**src/rtl/fetch_stage.sv**
```systemverilog
// Instruction fetch stage: PC generation, one-cycle-latency imem interface,
// registered output with a one-entry skid buffer. Optional macro FETCH_MISALIGN_TRAP_EN.
module fetch_stage #(
  parameter int DWIDTH = 32,
  parameter int AWIDTH = 32,
  parameter logic [AWIDTH-1:0] BASEADDR = AWIDTH'(32'h0100_0000)
) (
  input  logic              clk,
  input  logic              rst,
  output logic              imem_req_o,
  output logic [AWIDTH-1:0] imem_addr_o,
  input  logic [DWIDTH-1:0] imem_rdata_i,
  input  logic              stall_i,
  input  logic              redirect_i,
  input  logic [AWIDTH-1:0] redirect_pc_i,
  output logic              valid_o,
  output logic [DWIDTH-1:0] insn_o,
  output logic [AWIDTH-1:0] pc_o,
  output logic              misalign_o
);

  localparam logic [DWIDTH-1:0] NOP_INSN = DWIDTH'(32'h0000_0013);

  logic [AWIDTH-1:0] pc_reg, pc_next;
  logic              out_valid_reg, out_valid_next;
  logic [DWIDTH-1:0] out_insn_reg, out_insn_next;
  logic [AWIDTH-1:0] out_pc_reg, out_pc_next;
  logic              skid_valid_reg, skid_valid_next;
  logic [DWIDTH-1:0] skid_insn_reg, skid_insn_next;
  logic [AWIDTH-1:0] skid_pc_reg, skid_pc_next;
  logic              inflight_reg, inflight_next;
  logic [AWIDTH-1:0] inflight_pc_reg, inflight_pc_next;
  logic              halted_reg, halted_next;

  logic              consume;
  logic              out_free;
  logic              resp_valid;
  logic              req;
  logic [2:0]        occupancy;
  logic [AWIDTH-1:0] target_pc;
  logic              set_misalign;

`ifdef FETCH_MISALIGN_TRAP_EN
  assign target_pc    = redirect_pc_i;
  assign set_misalign = redirect_i & (redirect_pc_i[1:0] != 2'b00);
  assign misalign_o   = halted_reg;
`else
  // Without the trap, low target bits are simply ignored.
  assign target_pc    = {redirect_pc_i[AWIDTH-1:2], 2'b00};
  assign set_misalign = 1'b0;
  assign misalign_o   = 1'b0;
`endif

  assign consume    = out_valid_reg & ~stall_i;
  assign out_free   = ~out_valid_reg | ~stall_i;
  assign resp_valid = inflight_reg;
  assign occupancy  = 3'(out_valid_reg) + 3'(skid_valid_reg) + 3'(inflight_reg) - 3'(consume);
  assign req        = ~rst & ~redirect_i & ~halted_reg & (occupancy < 3'd2);

  assign imem_req_o  = req;
  assign imem_addr_o = pc_reg;
  assign valid_o     = out_valid_reg;
  assign insn_o      = out_insn_reg;
  assign pc_o        = out_pc_reg;

  always_comb begin
    pc_next          = pc_reg;
    out_valid_next   = out_valid_reg;
    out_insn_next    = out_insn_reg;
    out_pc_next      = out_pc_reg;
    skid_valid_next  = skid_valid_reg;
    skid_insn_next   = skid_insn_reg;
    skid_pc_next     = skid_pc_reg;
    inflight_next    = req;
    inflight_pc_next = pc_reg;
    halted_next      = halted_reg | set_misalign;

    if (redirect_i) begin
      // Flush everything younger than the branch; the pending response dies here.
      pc_next         = target_pc;
      out_valid_next  = 1'b0;
      skid_valid_next = 1'b0;
    end else begin
      if (req) begin
        pc_next = pc_reg + AWIDTH'(4);
      end
      if (out_free) begin
        if (resp_valid) begin
          if (skid_valid_reg) begin
            out_valid_next  = 1'b1;
            out_insn_next   = skid_insn_reg;
            out_pc_next     = skid_pc_reg;
            skid_valid_next = 1'b1;
            skid_insn_next  = imem_rdata_i;
            skid_pc_next    = inflight_pc_reg;
          end else begin
            out_valid_next = 1'b1;
            out_insn_next  = imem_rdata_i;
            out_pc_next    = inflight_pc_reg;
          end
        end else if (skid_valid_reg) begin
          out_valid_next  = 1'b1;
          out_insn_next   = skid_insn_reg;
          out_pc_next     = skid_pc_reg;
          skid_valid_next = 1'b0;
        end else begin
          out_valid_next = 1'b0;
        end
      end else if (resp_valid) begin
        // Output is held by decode; park the arriving word.
        skid_valid_next = 1'b1;
        skid_insn_next  = imem_rdata_i;
        skid_pc_next    = inflight_pc_reg;
      end
    end
  end

  always_ff @(posedge clk or posedge rst) begin
    if (rst) begin
      pc_reg          <= BASEADDR;
      out_valid_reg   <= 1'b0;
      out_insn_reg    <= NOP_INSN;
      out_pc_reg      <= BASEADDR;
      skid_valid_reg  <= 1'b0;
      skid_insn_reg   <= NOP_INSN;
      skid_pc_reg     <= BASEADDR;
      inflight_reg    <= 1'b0;
      inflight_pc_reg <= BASEADDR;
      halted_reg      <= 1'b0;
    end else begin
      pc_reg          <= pc_next;
      out_valid_reg   <= out_valid_next;
      out_insn_reg    <= out_insn_next;
      out_pc_reg      <= out_pc_next;
      skid_valid_reg  <= skid_valid_next;
      skid_insn_reg   <= skid_insn_next;
      skid_pc_reg     <= skid_pc_next;
      inflight_reg    <= inflight_next;
      inflight_pc_reg <= inflight_pc_next;
      halted_reg      <= halted_next;
    end
  end

endmodule

```
**config.mk**
```make
export PLATFORM = sky130hd
export DESIGN_NAME = fetch_stage
export DESIGN_NICKNAME = d
export VERILOG_FILES = /design/src/rtl/fetch_stage.sv
export SDC_FILE = /design/constraint.sdc
export NUM_CORES = 1
export LEC_CHECK = 0
export BUFFER_PORTS_ARGS = -buffer_cell sky130_fd_sc_hd__buf_2
export CAP_MARGIN = 20
export CORE_MARGIN = 2
export CORE_UTILIZATION = 25
export CTS_CLUSTER_SIZE = 40
export DETAILED_ROUTE_END_ITERATION = 10
export PLACE_DENSITY = 0.42
export SKIP_LAST_GASP = 1
export SYNTH_ARGS = -nofsm -noshare
export SYNTH_HDL_FRONTEND = slang
export SYNTH_SLANG_ARGS = --single-unit
export TNS_END_PERCENT = 50
```
**constraint.sdc**
```tcl
create_clock -name clk -period 8.8 [get_ports clk]
set_input_delay 1.76 -clock clk [delete_from_list [all_inputs] [get_ports clk]]
set_output_delay 1.76 -clock clk [all_outputs]
set_load 0.05 [all_outputs]
```
== After elaboration in Yosys (flattened, before gate mapping) ==
Index checks and enable logic that the tools add are counted.

* Eq/ne operators: 1
* Order comparisons: 1
* Multiplexer cells: 24
* Add/sub/neg operators: 4
* Reductions and logical operators: 6
* Bitwise logic cells: 8

{| class="wikitable"
|+ Operators with widths
! cell !! number
|-
| 32-bit 2-to-1 mux || 16
|-
| 32-bit by 3-bit adder with 32-bit output (second input constant) || 1
|-
| 1-bit 2-to-1 mux || 8
|-
| 3-bit AND reduction || 2
|-
| 2-bit nonzero test || 3
|-
| 1-bit NOT || 4
|-
| 2-bit by 1-bit adder with 3-bit output || 1
|-
| 1-bit AND || 3
|-
| 3-bit by 2-bit < comparator with 1-bit output (second input constant) || 1
|-
| 3-bit nonzero test || 1
|-
| 3-bit by 1-bit subtractor with 3-bit output || 1
|-
| 1-bit by 1-bit adder with 2-bit output || 1
|-
| 2-bit inequality test (second input constant) || 1
|-
| 1-bit OR || 1
|}

* Register bits after elaboration: 195
* Logic and storage cells: 53
* Input bits: 68

== Depth between registers and ports, before layout ==
Gate-level depths: netlist of run 1.

* Depth after elaboration: 7
* Mapped depth: 11
* Depth with buffers taken out: 8

== Worst setup path before layout of run 1 ==
Ideal clock, no wire load.

* Path type: input port to output port
* Start: in stall_i
* End: out imem_req_o
* Arrival time: 3.679 ns
* Stages: 9
* Path slack: 3.361 ns
* Cell sequence: nor2b_1 ha_1 inv_1 ha_1 a21oi_2 mux2i_2 clkbuf_8 clkbuf_1 nor2_1

* Cells in the longest elaborated chain, start to end: 5

{| class="wikitable"
|+ Ends and longest elaborated chain
! what !! line !! text
|-
| start: declaration || 13 || <nowiki>input logic stall_i,</nowiki>
|-
| 1-bit NOT || 54 || <nowiki>assign consume = out_valid_reg & ~stall_i;</nowiki>
|-
| 1-bit AND || 54 ||
|-
| 3-bit by 1-bit subtractor with 3-bit output || 57 || <nowiki>assign occupancy = 3'(out_valid_reg) + 3'(skid_valid_reg) + 3'(inflight_reg) - 3'(consume);</nowiki>
|-
| 3-bit by 2-bit < comparator with 1-bit output || 58 || <nowiki>assign req = ~rst & ~redirect_i & ~halted_reg & (occupancy < 3'd2);</nowiki>
|-
| 1-bit AND || 58 ||
|-
| end: declaration || 10 || <nowiki>output logic imem_req_o,</nowiki>
|}

Every way passes these cells.

== Worst setup path after layout of run 1 ==
Same ends and word-level chain as after synthesis.

==> results of run 1 <==
[through the flow]
| stage | util | instance area (um2) |
|---|---|---|
| 2_1_floorplan | - | 8130 |
| 6_report | 0.310 | 9850 |
| 3_5_place_dp | 0.291 | 9240 |
| 5_1_grt | 0.310 | 9850 |
| 3_3_place_gp | 0.291 | 9240 |
| 4_1_cts | 0.310 | 9850 |
[where the power goes]
part	internal [mW]	total (mW)	switching (mW)	leakage, nW
combinational	0.196	0.716	0.520	1.87
clock	0.432	0.812	0.380	0.300
sequential	1.03	1.13	0.0984	2.33
total	1.66	2.66	0.998	4.50
[cell usage after synthesis (all sizes together), types with 2 or more instances]
library cell / instances
and3: 6
nor2: 28
or4: 8
buf: 17
nand2: 86
and2: 2
nor4: 7
a22oi: 3
a21oi: 3
clkbuf: 32
or2: 5
dfstp: 10
nor3: 3
dfrtp: 177
nand3: 16
ha: 3
a31oi: 11
nand4: 13
inv: 10
mux2i: 64
nor2b: 9
o31ai: 11
o311ai: 10
and4: 4
mux2: 63
o41a: 5
a221o: 7
or3: 2
o21ai: 67
[how the worst max path moves through the flow]
| stage | slack (ns) | to | startpoint |
|---|---|---|---|
| floorplan | 1.97 | imem_addr_o[10] | rst |
| global placement | 3.34 | imem_req_o | stall_i |
| detailed placement | 3.30 | imem_req_o | stall_i |
| CTS | 3.25 | imem_req_o | stall_i |
| global route | 3.13 | imem_req_o | stall_i |
| finish | 3.25 | imem_req_o | stall_i |
[critical path, cell delays in order]
cell and delay [ns]:
buf_2 0.11, nor2b_1 0.12, ha_1 0.24, inv_1 0.05
ha_1 0.22, a21oi_2 0.25, mux2i_4 0.26, buf_4 0.41
nor2_1 0.10, buf_2 0.24
[final cells by class]
class | count | area [um2] | share of cell area
sequential | 187 | 4690 | 0.477
tap | 402 | 503 | 0.0511
clock buffer | 17 | 425 | 0.0432
clock inverter | 15 | 179 | 0.0182
inverter | 10 | 45.0 | 0.00457
timing repair buffer | 167 | 856 | 0.0869
multi-input combinational | 448 | 3150 | 0.319
[layer usage]
layer / track usage / wire [um]
met5: 0 / 0
met4: 0.0371 / 253
met3: 0.0271 / 848
met2: 0.183 / 9000
met1: 0.187 / 10800
[cell families (layout without fill, tap and decap cells)]
logic type,count (synthesis),in the layout,share of synthesized area
other,1,5,0.000462
muxes,127,127,0.167
AOI/OAI and AO/OA,122,122,0.0968
buffers and inverters,59,209,0.0381
and+or+nand+nor,190,190,0.114
DFF,187,187,0.578
adders and majority gates,3,3,0.00463
xor gates and xnor gates,1,1,0.00108
==> metrics.txt, run 1 <==
most frequent cells in the layout=177 x dfrtp_1, 159 x buf_2, 86 x nand2_1, 67 x o21ai_0; Critical Path Source Type=input port; f_max=180 MHz; synth warn=0; vias in the first global route=5,532; max-cap viol count=0; routability cong.=0.712; Total Nets Final=902; H-Tree Depth=4; CTS tree=yes; Pwr per Cell Area=270 mW/mm2; commonest non-fill, non-tap cell in the layout=dfrtp_1; Yosys cell types=48; Slew HR=0.372; I/O Pins=167; setup violators final=0; WL final=roughly 21,000 um; share of synthesized registers carrying an async set or reset=1.00; Final WS setup=3.25 ns; Final Cycle Share=0.630; area grow syn2layout=21.3%; Worst Hold Path EP=inflight_pc_reg[24]; Clock Sinks=around 190; first-pass GRT wire length=32,800 um; pin count of the biggest net entering global routing=117; Die ar.=0.0339 mm2; Req. time, crit path=7.04 ns; Post-CTS Resized=0; Mapped Area=between 0.008 and 0.009 mm2; cell count of the worst hold path=0; R2R Path End=pc_o[15]; Post CTS Setup Buffer Count=0; crit path time final=5.55 ns; RSZ-0062 raised after global routing=no; clock skew=about 0.014 ns; vias per inst=between 4 and 5; Vias=5,651; reg2reg start=inflight_reg; DIE HEIGHT=between 150 and 200 um; Diodes inserted=0; Port Buf Inserts=approximately 160; Reg clk slew, reported paths=0.08 ns; overall power=2.66 mW; CTS Buf Count=17; die width=184 um; Least-Margin Pin Slew=0.942 ns; CP endpoint kind=output port; initial antenna violation count=0; CP arrival=3.79 ns; Avg Synthesized Cell Area=11.8 um2; Synth area leaders=dfrtp_1 55%, mux2_2 8.7%, mux2i_1 7.8%; fillers=3,300; share of cells above drive strength 1=0.342; area leader, netlist=dfrtp_1; Worst R2R Setup Slack=between 6 and 7 ns; total track usage=0.126; post-synth top area share=0.546; DP Cell Count=1,214; CTS Hold Buffers Added=0; outcome=completed; Clock Path Buffers=2; worst skew pair latency=between 0.4 and 0.5 ns; Reg2Reg Depth=5; post-synthesis instance total=690; antenna-violating nets left=0; HP Start=imem_addr_o[24]; setup tns final=0 ns; final hold slack=0.438 ns; post-synthesis sequential area ratio=0.578; gr ovfl total=0; Slew Viols, Final=0; routed len/inst=around 17 um; post-place setup slack=3.30 ns; CTS Root Cell=clkbuf_16; initial DRC count=220; final hold vios=0; Non-Filler Instances=1,246; drt drc=0; DP HPWL=around 13,000 um; Pleak=approximately 4.5 nW; CP max FO=41; Seq cells post-synth=187; dominant synthesized flop cell=dfrtp_1; EDFF count, synth=0; Hold Crit Class=flop to flop; Core ar.=0.0317 mm2; Initial Util=0.256; Worst VDD drop=0.000131 V; Row Count=65; 1st-pass router iterations=4; type of the worst setup path=input port to output port
(Power assumes the default switching activity.)
==> inputs of run 2 (changes only) <==
==> constraint.sdc (replaced) <==
create_clock -name clk -period 5.2 [get_ports clk]
set_input_delay 1.04 -clock clk [delete_from_list [all_inputs] [get_ports clk]]
set_output_delay 1.04 -clock clk [all_outputs]
set_load 0.05 [all_outputs]
==> run 2 against run 1 <==
Clock power increased by 63%; worst hold slack about the same; sequential power increased by 69%; highest routed layer unchanged.
==> metrics.txt, run 2 (synthesized netlist as in run 1, its figures left out) <==
DP HPWL=13,300 um (+0.88%); Die ar.=0.0339 mm2 (unchanged); type of the worst setup path=input port to output port; CTS tree=yes; Vias=5,629 (-0.39%); CTS Hold Buffers Added=0 (unchanged); Clock Sinks=187 (unchanged); Diodes inserted=0 (unchanged); worst skew pair latency=0.44 ns (about the same); gr ovfl total=0 (unchanged); Core ar.=0.0317 mm2 (unchanged); most frequent cells in the layout=177 x dfrtp_1, 159 x buf_2, 86 x nand2_1, 67 x o21ai_0; commonest non-fill, non-tap cell in the layout=dfrtp_1; initial DRC count=286 (+30%); Post-CTS Resized=0 (unchanged); CTS Root Cell=clkbuf_16; DIE HEIGHT=184 um (unchanged); Req. time, crit path=4.16 ns (-2.88 ns); Worst VDD drop=0.000220 V (+69%); routability cong.=0.723 (+1.6%); share of cells above drive strength 1=0.343 (+0.000778); Pwr per Cell Area=452 mW/mm2 (+67%); clock skew=0.0156 ns (+0.00121 ns); total track usage=0.125 (-0.00111); final hold vios=0 (unchanged); setup violators final=0 (unchanged); area grow syn2layout=21.4% (about the same); initial antenna violation count=0 (unchanged); Final Cycle Share=0.718; Post CTS Setup Buffer Count=0 (unchanged); pin count of the biggest net entering global routing=128 (+9.4%); Design Area, Final=0.00985 mm2 (about the same); WL final=20,500 um (-1.5%); Initial Util=0.256 (unchanged); Hold Crit Class=flop to flop; crit path time final=between 3 and 4 ns; Slew HR=0.386 (+0.0133); Slew Viols, Final=0 (unchanged); Reg clk slew, reported paths=0.08 ns (about the same); f_max=268 MHz; final core utilization=0.311 (about the same); H-Tree Depth=4 (unchanged); CP endpoint kind=output port; Pleak=4.50 nW (about the same); Total Nets Final=903 (+0.11%); first-pass GRT wire length=32,500 um (-0.86%); outcome=completed; final hold slack=0.438 ns (-0.000184 ns); antenna-violating nets left=0 (unchanged); Clock Path Buffers=2 (unchanged); placed cell area=0.00927 mm2 (+0.26%); overall power=4.45 mW (+67%); Port Buf Inserts=159 (unchanged); 1st-pass router iterations=4 (unchanged); setup tns final=0 ns (unchanged); die width=184 um (unchanged); vias per inst=4.51 (-0.47%); I/O Pins=167 (unchanged); CTS Buf Count=17 (unchanged); routed len/inst=16.5 um (-1.6%); Row Count=65 (unchanged); RSZ-0062 raised after global routing=no; max-cap viol count=0 (unchanged); CP max FO=2 (-95%); Critical Path Source Type=input port; drt drc=0 (unchanged); vias in the first global route=5,570 (+0.69%); Least-Margin Pin Slew=0.922 ns (-0.0200 ns); CP arrival=2.69 ns (-1.10 ns)
[run 2: final timing paths]
check	start	end	slack (ns)	depth (start not counted)
max	stall_i	imem_req_o	1.47	9
min	imem_addr_o[24]	inflight_pc_reg[24]	0.44	0
max reg2reg	skid_valid_reg	imem_addr_o[29]	2.59	9
min reg2reg	imem_addr_o[24]	inflight_pc_reg[24]	0.44	0
max in group asynchronous	rst	skid_insn_reg[17]	3.75	3
min in group asynchronous	rst	skid_pc_reg[26]	0.81	3
[run 2: worst max-delay path, stage by stage]
cell	delay [ns]
buf_2	0.11
nor2b_1	0.12
ha_1	0.24
inv_1	0.06
ha_1	0.22
a21oi_2	0.23
mux2i_4	0.09
nor2_1	0.26
buf_2	0.33
[run 2: layout make-up]
type	instances	area [um2]
Fill cell	3298	21900
Sequential cell	187	4690
Multi-Input combinational cell	448	3150
Timing Repair Buffer	168	876
Tap cell	402	503
Clock buffer	18	439
Clock inverter	14	149
Inverter	10	41.3
[run 2: power by group]
part	switching, mW	internal [mW]	leakage, nW	total (mW)
combinational	0.882	0.332	1.88	1.21
sequential	0.167	1.75	2.33	1.91
clock	0.627	0.696	0.290	1.32
total	1.68	2.78	4.50	4.45
[run 2: per-stage QoR]
step,setup slack (ns),std cells
after floorplan,1.20,694
after global placement,1.47,1215
after detailed placement,1.47,1215
after CTS,1.46,1247
after global routing,1.32,1247
final,1.47,1247
[run 2: routing by layer]
layer	vias to the layer above	share of wire	global-route usage
li1	2760	-	-
met1	2716	0.51	0.180
met2	145	0.43	0.185
met3	8	0.050	0.0318
met4	0	0.0080	0.0330
met5	-	0	0
